**src/rtl/watchdog_pkg.sv**
```systemverilog
// Shared definitions for the cycle watchdog: state encoding and its width.
package watchdog_pkg;

    localparam int STATE_W = 2;

    typedef enum logic [STATE_W-1:0] {
        ST_LOAD    = 2'd0,
        ST_IDLE    = 2'd1,
        ST_RUN     = 2'd2,
        ST_EXPIRED = 2'd3
    } wd_state_t;

endpackage

```
**src/rtl/cycle_watchdog_if.sv**
```systemverilog
// Control/status bundle of the cycle watchdog; master drives config and heartbeat.
interface cycle_watchdog_if #(
    parameter int WIDTH = 32
);
    import watchdog_pkg::*;

    logic [WIDTH-1:0] cfg_limit;
    logic             enable;
    logic             kick;
    logic             expire_ack;
    logic [WIDTH-1:0] count;
    logic             warn;
    logic             expire_req;
    logic             expired;
    wd_state_t        state;

    modport master (
        output cfg_limit, enable, kick, expire_ack,
        input  count, warn, expire_req, expired, state
    );

    modport slave (
        input  cfg_limit, enable, kick, expire_ack,
        output count, warn, expire_req, expired, state
    );

endinterface

```
**src/rtl/cycle_watchdog.sv**
```systemverilog
// Cycle watchdog: latches a limit once after reset, then counts enabled cycles
// between kicks and raises a sticky timeout with an acknowledged request.
module cycle_watchdog
    import watchdog_pkg::*;
#(
    parameter int WIDTH      = 32,
    parameter int WARN_SHIFT = 1
) (
    input  logic            clock,
    input  logic            reset_n,
    cycle_watchdog_if.slave bus
);

    localparam logic [WIDTH-1:0] ONE = {{(WIDTH-1){1'b0}}, 1'b1};

    wd_state_t        state_r;
    wd_state_t        state_s;
    logic [WIDTH-1:0] count_r;
    logic [WIDTH-1:0] count_s;
    logic [WIDTH-1:0] limit_r;
    logic [WIDTH-1:0] limit_s;
    logic             req_r;
    logic             req_s;
    logic             expired_r;
    logic             expired_s;

    // State, counter, latched limit and timeout flags
    always_ff @(posedge clock or negedge reset_n) begin
        if (!reset_n) begin
            state_r   <= ST_LOAD;
            count_r   <= '0;
            limit_r   <= '0;
            req_r     <= 1'b0;
            expired_r <= 1'b0;
        end else begin
            state_r   <= state_s;
            count_r   <= count_s;
            limit_r   <= limit_s;
            req_r     <= req_s;
            expired_r <= expired_s;
        end
    end

    // Next-state decode; disable beats kick, kick beats expiry
    always_comb begin
        state_s   = state_r;
        count_s   = count_r;
        limit_s   = limit_r;
        req_s     = req_r;
        expired_s = expired_r;
        case (state_r)
            ST_LOAD: begin
                limit_s = bus.cfg_limit;
                count_s = '0;
                state_s = ST_IDLE;
            end
            ST_IDLE: begin
                count_s = '0;
                if (bus.enable && (limit_r != '0)) begin
                    state_s = ST_RUN;
                end else begin
                    state_s = ST_IDLE;
                end
            end
            ST_RUN: begin
                if (!bus.enable) begin
                    state_s = ST_IDLE;
                    count_s = '0;
                end else if (bus.kick) begin
                    count_s = '0;
                end else if (count_r == (limit_r - ONE)) begin
                    // Saturate at the limit itself so an all-ones limit never wraps
                    count_s   = limit_r;
                    state_s   = ST_EXPIRED;
                    req_s     = 1'b1;
                    expired_s = 1'b1;
                end else begin
                    count_s = count_r + ONE;
                end
            end
            ST_EXPIRED: begin
                count_s   = limit_r;
                expired_s = 1'b1;
                if (req_r && bus.expire_ack) begin
                    req_s = 1'b0;
                end else begin
                    req_s = req_r;
                end
            end
            default: begin
                state_s   = ST_LOAD;
                count_s   = '0;
                limit_s   = '0;
                req_s     = 1'b0;
                expired_s = 1'b0;
            end
        endcase
    end

    assign bus.count      = count_r;
    assign bus.state      = state_r;
    assign bus.expire_req = req_r;
    assign bus.expired    = expired_r;
    assign bus.warn       = (state_r == ST_RUN) && (count_r >= (limit_r >> WARN_SHIFT));

endmodule

```
**src/flat_wrapper.sv**
```systemverilog
// flat-port wrapper written by rule: the top's interface ports become plain ports
module cycle_watchdog_flat import watchdog_pkg::*;
#(
    parameter int WIDTH      = 32,
    parameter int WARN_SHIFT = 1
)
  (clock, reset_n, bus_cfg_limit, bus_enable, bus_kick, bus_expire_ack, bus_count, bus_warn, bus_expire_req, bus_expired, bus_state);
  cycle_watchdog_if #(.WIDTH(WIDTH)) bus_i ();
  input  logic clock;
  input  logic reset_n;
  input wire logic [$bits(bus_i.cfg_limit)-1:0] bus_cfg_limit;
  input wire logic [$bits(bus_i.enable)-1:0] bus_enable;
  input wire logic [$bits(bus_i.kick)-1:0] bus_kick;
  input wire logic [$bits(bus_i.expire_ack)-1:0] bus_expire_ack;
  output wire logic [$bits(bus_i.count)-1:0] bus_count;
  output wire logic [$bits(bus_i.warn)-1:0] bus_warn;
  output wire logic [$bits(bus_i.expire_req)-1:0] bus_expire_req;
  output wire logic [$bits(bus_i.expired)-1:0] bus_expired;
  output wire logic [$bits(bus_i.state)-1:0] bus_state;
  assign bus_i.cfg_limit = bus_cfg_limit;
  assign bus_i.enable = bus_enable;
  assign bus_i.kick = bus_kick;
  assign bus_i.expire_ack = bus_expire_ack;
  assign bus_count = bus_i.count;
  assign bus_warn = bus_i.warn;
  assign bus_expire_req = bus_i.expire_req;
  assign bus_expired = bus_i.expired;
  assign bus_state = bus_i.state;
  cycle_watchdog #(.WIDTH(WIDTH), .WARN_SHIFT(WARN_SHIFT)) u_core (.clock(clock), .reset_n(reset_n), .bus(bus_i));
endmodule
```
**config.mk**
```make
export PLATFORM = sky130hd
export DESIGN_NAME = cycle_watchdog_flat
export DESIGN_NICKNAME = d
export VERILOG_FILES = /design/src/rtl/watchdog_pkg.sv /design/src/rtl/cycle_watchdog_if.sv /design/src/rtl/cycle_watchdog.sv /design/src/flat_wrapper.sv
export SDC_FILE = /design/constraint.sdc
export NUM_CORES = 1
export LEC_CHECK = 0
export CAP_MARGIN = 5
export CORE_ASPECT_RATIO = 0.9
export CORE_MARGIN = 2
export CORE_UTILIZATION = 60
export CTS_CLUSTER_DIAMETER = 80
export CTS_CLUSTER_SIZE = 30
export DETAILED_ROUTE_END_ITERATION = 10
export PLACE_DENSITY = 0.83
export SYNTH_ARGS = -nofsm -noshare
export SYNTH_HDL_FRONTEND = slang
export SYNTH_SLANG_ARGS = --single-unit
```
**constraint.sdc**
```tcl
create_clock -name clock -period 6.7 [get_ports clock]
set_clock_uncertainty 0.05 [all_clocks]
set_input_delay 1.675 -clock clock [delete_from_list [all_inputs] [get_ports clock]]
set_output_delay 1.675 -clock clock [all_outputs]
set_load 0.02 [all_outputs]
```
* Word-level counts from Yosys, hierarchy flattened
Cells that the tools add are included.
** Cells by class
- Muxes and demuxes :: 15
- $add $sub $neg :: 2
- Div/mod/pow operators :: 0
- Bitwise operators :: 0
- Order comparisons :: 1
- Shift operators :: 0
- Multipliers :: 0
- Reductions and logical operators :: 11
- Eq/ne operators :: 10
** Operator list (number)
- 32-bit two-way mux :: 3
- 32-bit one-hot mux with 3 select lines :: 1
- 32-bit by 1-bit adder with 32-bit output, second input constant :: 1
- 32-bit equality test :: 1
- 32-bit by 31-bit greater-or-equal comparator with 1-bit output :: 1
- 32-bit nonzero test :: 1
- 32-bit by 1-bit subtractor with 32-bit output, second input constant :: 1
- 2-bit two-way mux :: 4
- 2-bit one-hot mux with 3 select lines :: 1
- 5-bit AND reduction :: 1
- 2-bit equality test, second input constant :: 2
- 1-bit two-way mux :: 4
- 2-bit by 1-bit != test with 1-bit output, second input constant :: 2
- 2-bit != test, second input constant :: 2
- 1-bit one-hot mux with 2 select lines :: 2
- 4-bit AND reduction :: 1
- 1-bit logical AND :: 3
- 3-bit by 2-bit != test with 1-bit output, second input constant :: 1
- 3-bit != test, second input constant :: 1
- 3-bit AND reduction :: 1
- 3-bit nonzero test :: 1
- 2-bit by 1-bit equality test with 1-bit output, second input constant :: 1
- 2-bit logical NOT :: 1
- 2-bit nonzero test :: 1
- 2-bit OR reduction :: 1
** Word-level totals
- Word-level logic and storage cells :: 44
- Memory bits (writable) :: 0
- Memories kept :: 0
- Bits in read-only memories :: 0
- Register bits after elaboration :: 68
- Bits in latches :: 0

* Longest topological paths before layout
- Depth after elaboration :: 6
- Gate-level depth with buffers :: 11
- Gate-level depth less buffers :: 10

* Worst setup path before layout
Ideal clock, no wire load.
- Path type :: reg-to-output
- From :: reg u_core.count_r[17] (netlist: u_core.bus.count[17])
- To :: out bus_warn
- Slack :: 2873 ps
- Data required time :: 4975 ps
- Arrival :: 2102 ps
- Cell stages (with the launch flop) :: 10
- Path through :: dfrtp_1 -> ha_1 -> a21o_1 -> a21o_1 -> a21o_1 -> a21o_1 -> a211oi_1 -> o21ai_0 -> a21oi_1 -> o21ai_0
** On the way
- Cells in the longest elaborated chain, start to end :: 2
** Ends and longest elaborated chain
- start: declaration :: line cycle_watchdog.sv:18 : logic [WIDTH-1:0] count_r;
- start signal: assignment :: line cycle_watchdog.sv:37 : count_r <= count_s;
- 32-bit by 31-bit greater-or-equal comparator with 1-bit output :: line cycle_watchdog.sv:104 : assign bus.warn = (state_r == ST_RUN) && (count_r >= (limit_r >> WARN_SHIFT));
- 1-bit logical AND :: line cycle_watchdog.sv:104
- end: declaration :: line flat_wrapper.sv:16 : output wire logic [$bits(bus_i.warn)-1:0] bus_warn;
No other way between the ends.

* Worst setup path after layout
- From :: reg u_core.limit_r[18]
- To :: out bus_warn
** On the way
- Cells in the longest elaborated chain, start to end :: 2
** Ends and longest elaborated chain
- start: declaration :: line cycle_watchdog.sv:20 : logic [WIDTH-1:0] limit_r;
- start signal: assignment :: line cycle_watchdog.sv:38 : limit_r <= limit_s;
- 32-bit by 31-bit greater-or-equal comparator with 1-bit output :: line cycle_watchdog.sv:104
- 1-bit logical AND :: line cycle_watchdog.sv:104
No other way between the ends.

==> flow_metrics.py <==
metrics = {
    "run_status": {
        "status": "finished clean",
    },
    "routing": {
        "wl_met3_um": 1170,
        "wl_per_cell_um": 18.7,
        "via_count": 4757,
        "drt_iter0_drc": 301,
        "drc": 0,
        "wl_met2_um": 6480,
        "drt-met1-wl_um": 6080,
        "drtAntennaViolNets": 0,
        "vias_per_cell": 6.35,
        "dr.max_layer_used": "met4",
        "wl_um": 14000,
        "firstDrtPassIters": 4,
    },
    "critical_path": {
        "crit_arrival_ns": 3.10,
        "critPathCaptureType": "output pin",
        "startpoint_type": "flop",
        "critical_path.max_fanout": 4,
        "critPathRequiredTime_ns": 4.97,
        "critPathKind": "reg2out",
        "rrSetupSlack_ns": 2.58,
    },
    "min_path": {
        "hold_class": "reg2reg",
    },
    "synth": {
        "yosys-top-cells-area": "dfrtp_1 (34%), ha_1 (9.5%), xnor2_1 (7.3%), xor2_1 (4.4%), o21ai_0 (4.3%)",
        "yosys_warnings": 0,
        "syn_nets": 652,
        "synth-edff-count": 0,
        "synthFlopType": "dfrtp_1",
        "avgSynthCellArea_um2": 8.68,
        "synthDominantCellAreaShare_pct": 34.0,
        "async_flop_share_pct": 100,
        "syn_inst": 577,
        "yosysTopAreaCell": "dfrtp_1",
        "ys_types": 57,
        "synth-seq-cells": 68,
        "syn_area_mm2": 0.00501,
        "yosysSeqAreaShare_pct": 34.0,
    },
    "final_layout": {
        "register_area_mm2": 0.00170,
        "synthToLayoutAreaGrowth_pct": 20.1,
        "final_nets": 720,
        "final_cell_mix": "clkdlybuf4s50_1 (72), dfrtp_1 (68), nand2_1 (57)",
        "num-fill-cells": 601,
        "final_common_cell": "clkdlybuf4s50_1",
        "multi_input_area_mm2": 0.00306,
        "drive_above_1_share_pct": 5.38,
        "antennaDiodeCount": 0,
        "finalInstanceArea_mm2": 0.00602,
    },
    "power_and_ir_drop": {
        "comb_power_share_pct": 52.2,
        "power.total_w": 0.00242,
        "intPower_w": 0.00127,
        "power_density_mw_per_mm2": 401,
        "power_switching_w": 0.00114,
        "pwr-share-clk_pct": 15.8,
        "seq_power_share_pct": 32.1,
        "p_leak_nw": 2.56,
        "switching_share_pct": 47.3,
        "max-vdd-ir-drop_mv": 0.186,
    },
    "timing": {
        "finalHoldViolations": 0,
        "period_minus_slack_ns": 4.83,
        "fmax_mhz": 207,
        "tns_ns": 0,
        "worstMarginPinSlew_ns": 1.23,
        "setup_viol": 0,
        "rsz0062_at_grt": "no",
        "slew_headroom_pct": 17.6,
        "finalWorstSetupSlack_ns": 1.87,
        "drv_slew": 0,
        "fin_crit_sh_pct": 72.1,
    },
    "clock_tree": {
        "cts_setup_buffers": 0,
        "cts_tree": "done",
        "cts_made_buffers": 9,
        "clk_pin_slew_worst_paths_ns": 0.08,
        "root_buffer": "clkbuf_8",
        "ctsResizeCount": 0,
        "clockBufferDepth": 2,
        "cts_hold_buf": 0,
        "cts_sinks": 68,
        "htree_levels": 3,
        "clk_latency_ns": 0.35,
    },
    "die": {
        "fp.dieW_um": 100,
        "num_rows": 31,
        "io_pins": 74,
        "core-area_mm2": 0.00807,
        "die_area_mm2": 0.00910,
        "fp.dieH_um": 90.7,
        "start_util_pct": 62.1,
    },
    "placed_design": {
        "dp_hpwl_um": 10100,
        "place.gp.congestion": 0.934,
        "post-place-ws_ns": 2.30,
        "numPortBuffers": 73,
        "placed_area_mm2": 0.00580,
    },
    "global_routing": {
        "grt_usage_pct": 31.6,
        "grt_max_degree": 69,
        "antenna_found_initial": 0,
        "grt.overflow.total": 0,
        "grt_pass1_wl_um": 23200,
        "grt_pass1_vias": 4717,
    },
    "flow_run": {
        "cap_violations": 0,
    },
}
-- flip-flops by register name, summed over array words and instances, names as in the netlist --
name	flops
u_core.bus.count	32
u_core.bus.expire_req	1
u_core.bus.expired	1
u_core.bus.state	2
u_core.limit_r	32
-- synth_stat cells, types with 3 or more instances --
| master | n |
|---|---|
| nor3_1 | 14 |
| nand2_1 | 57 |
| dfrtp_1 | 68 |
| nor2_1 | 30 |
| xnor2_1 | 42 |
| and3_1 | 13 |
| a211oi_1 | 5 |
| nor4_2 | 3 |
| and4_1 | 4 |
| nand4b_1 | 4 |
| nor4_1 | 6 |
| nor2b_1 | 5 |
| xor2_1 | 25 |
| nand4_1 | 14 |
| o211ai_1 | 3 |
| or4_1 | 6 |
| ha_1 | 38 |
| buf_2 | 6 |
| o21ai_0 | 43 |
| clkbuf_1 | 11 |
| o31ai_1 | 4 |
| or2_2 | 3 |
| o22ai_1 | 32 |
| or3_1 | 4 |
| o41ai_1 | 3 |
| a21o_1 | 12 |
| a31oi_1 | 3 |
| inv_1 | 48 |
| nand3_1 | 23 |
| a21oi_1 | 11 |
| nand2b_1 | 6 |
-- final cells by class --
class                           count  area share [%]
Multi-Input combinational cell    443            50.8
Tap cell                           99            2.06
Inverter                           48            2.99
Sequential cell                    68            28.3
Clock inverter                      7            1.52
Clock buffer                        9            2.06
Timing Repair Buffer               75            12.3
-- metrics by stage --
stage / utilization, % / std cells / hold WS [ns]
6_report: 74.6 / 749 / 0.452
5_1_grt: 74.6 / 749 / 0.508
4_1_cts: 74.6 / 749 / 0.460
3_5_place_dp: 71.9 / 733 / 0.440
3_3_place_gp: 71.9 / 733 / 0.429
2_1_floorplan: - / 577 / 0.530
-- worst max-delay path, stage by stage (launching register included) --
cell and delay (ns):
dfrtp_1 0.41, inv_1 0.11, ha_1 0.31, a21o_1 0.17
a21o_1 0.17, a21o_1 0.17, a21o_1 0.17, a211oi_1 0.21
o21ai_0 0.16, a21oi_1 0.20, o21ai_0 0.12, clkdlybuf4s50_1 0.55
-- cells by family after synthesis --
family	Yosys count	synth area share [%]
compound gates	136	17.8
mux	1	0.200
xor+xnor	67	11.7
buf+inv	66	5.24
simple gates	201	21.6
fa+ha+maj	38	9.49
flops	68	34.0
-- power by group through the flow --
stage                     clock, W  combinational, W  sequential [W]
after detailed placement         0           0.00124        0.000771
after global routing      0.000398           0.00140        0.000791
after CTS                 0.000384           0.00125        0.000766
after floorplan                  0          0.000866        0.000748
after global placement           0           0.00120        0.000764
final                     0.000381           0.00126        0.000775
-- final timing paths --
| path | from | endpoint | cells after the start |
|---|---|---|---|
| max reg2reg | u_core.limit_r[6] | u_core.bus.count[17] | 8 |
| min | u_core.bus.expired | u_core.bus.expired | 2 |
| min in group asynchronous | reset_n | u_core.limit_r[6] | 2 |
| max | u_core.limit_r[18] | bus_warn | 11 |
| max in group asynchronous | reset_n | u_core.bus.count[25] | 2 |
| min reg2reg | u_core.bus.expired | u_core.bus.expired | 2 |
-- per-layer routing --
layer | GRT usage, % | vias to the layer above
li1 | - | 2219
met1 | 43.8 | 2261
met2 | 49.3 | 253
met3 | 6.11 | 24
met4 | 10.7 | 0
met5 | 0 | -
Note: power is estimated with default switching activity, not from simulation.
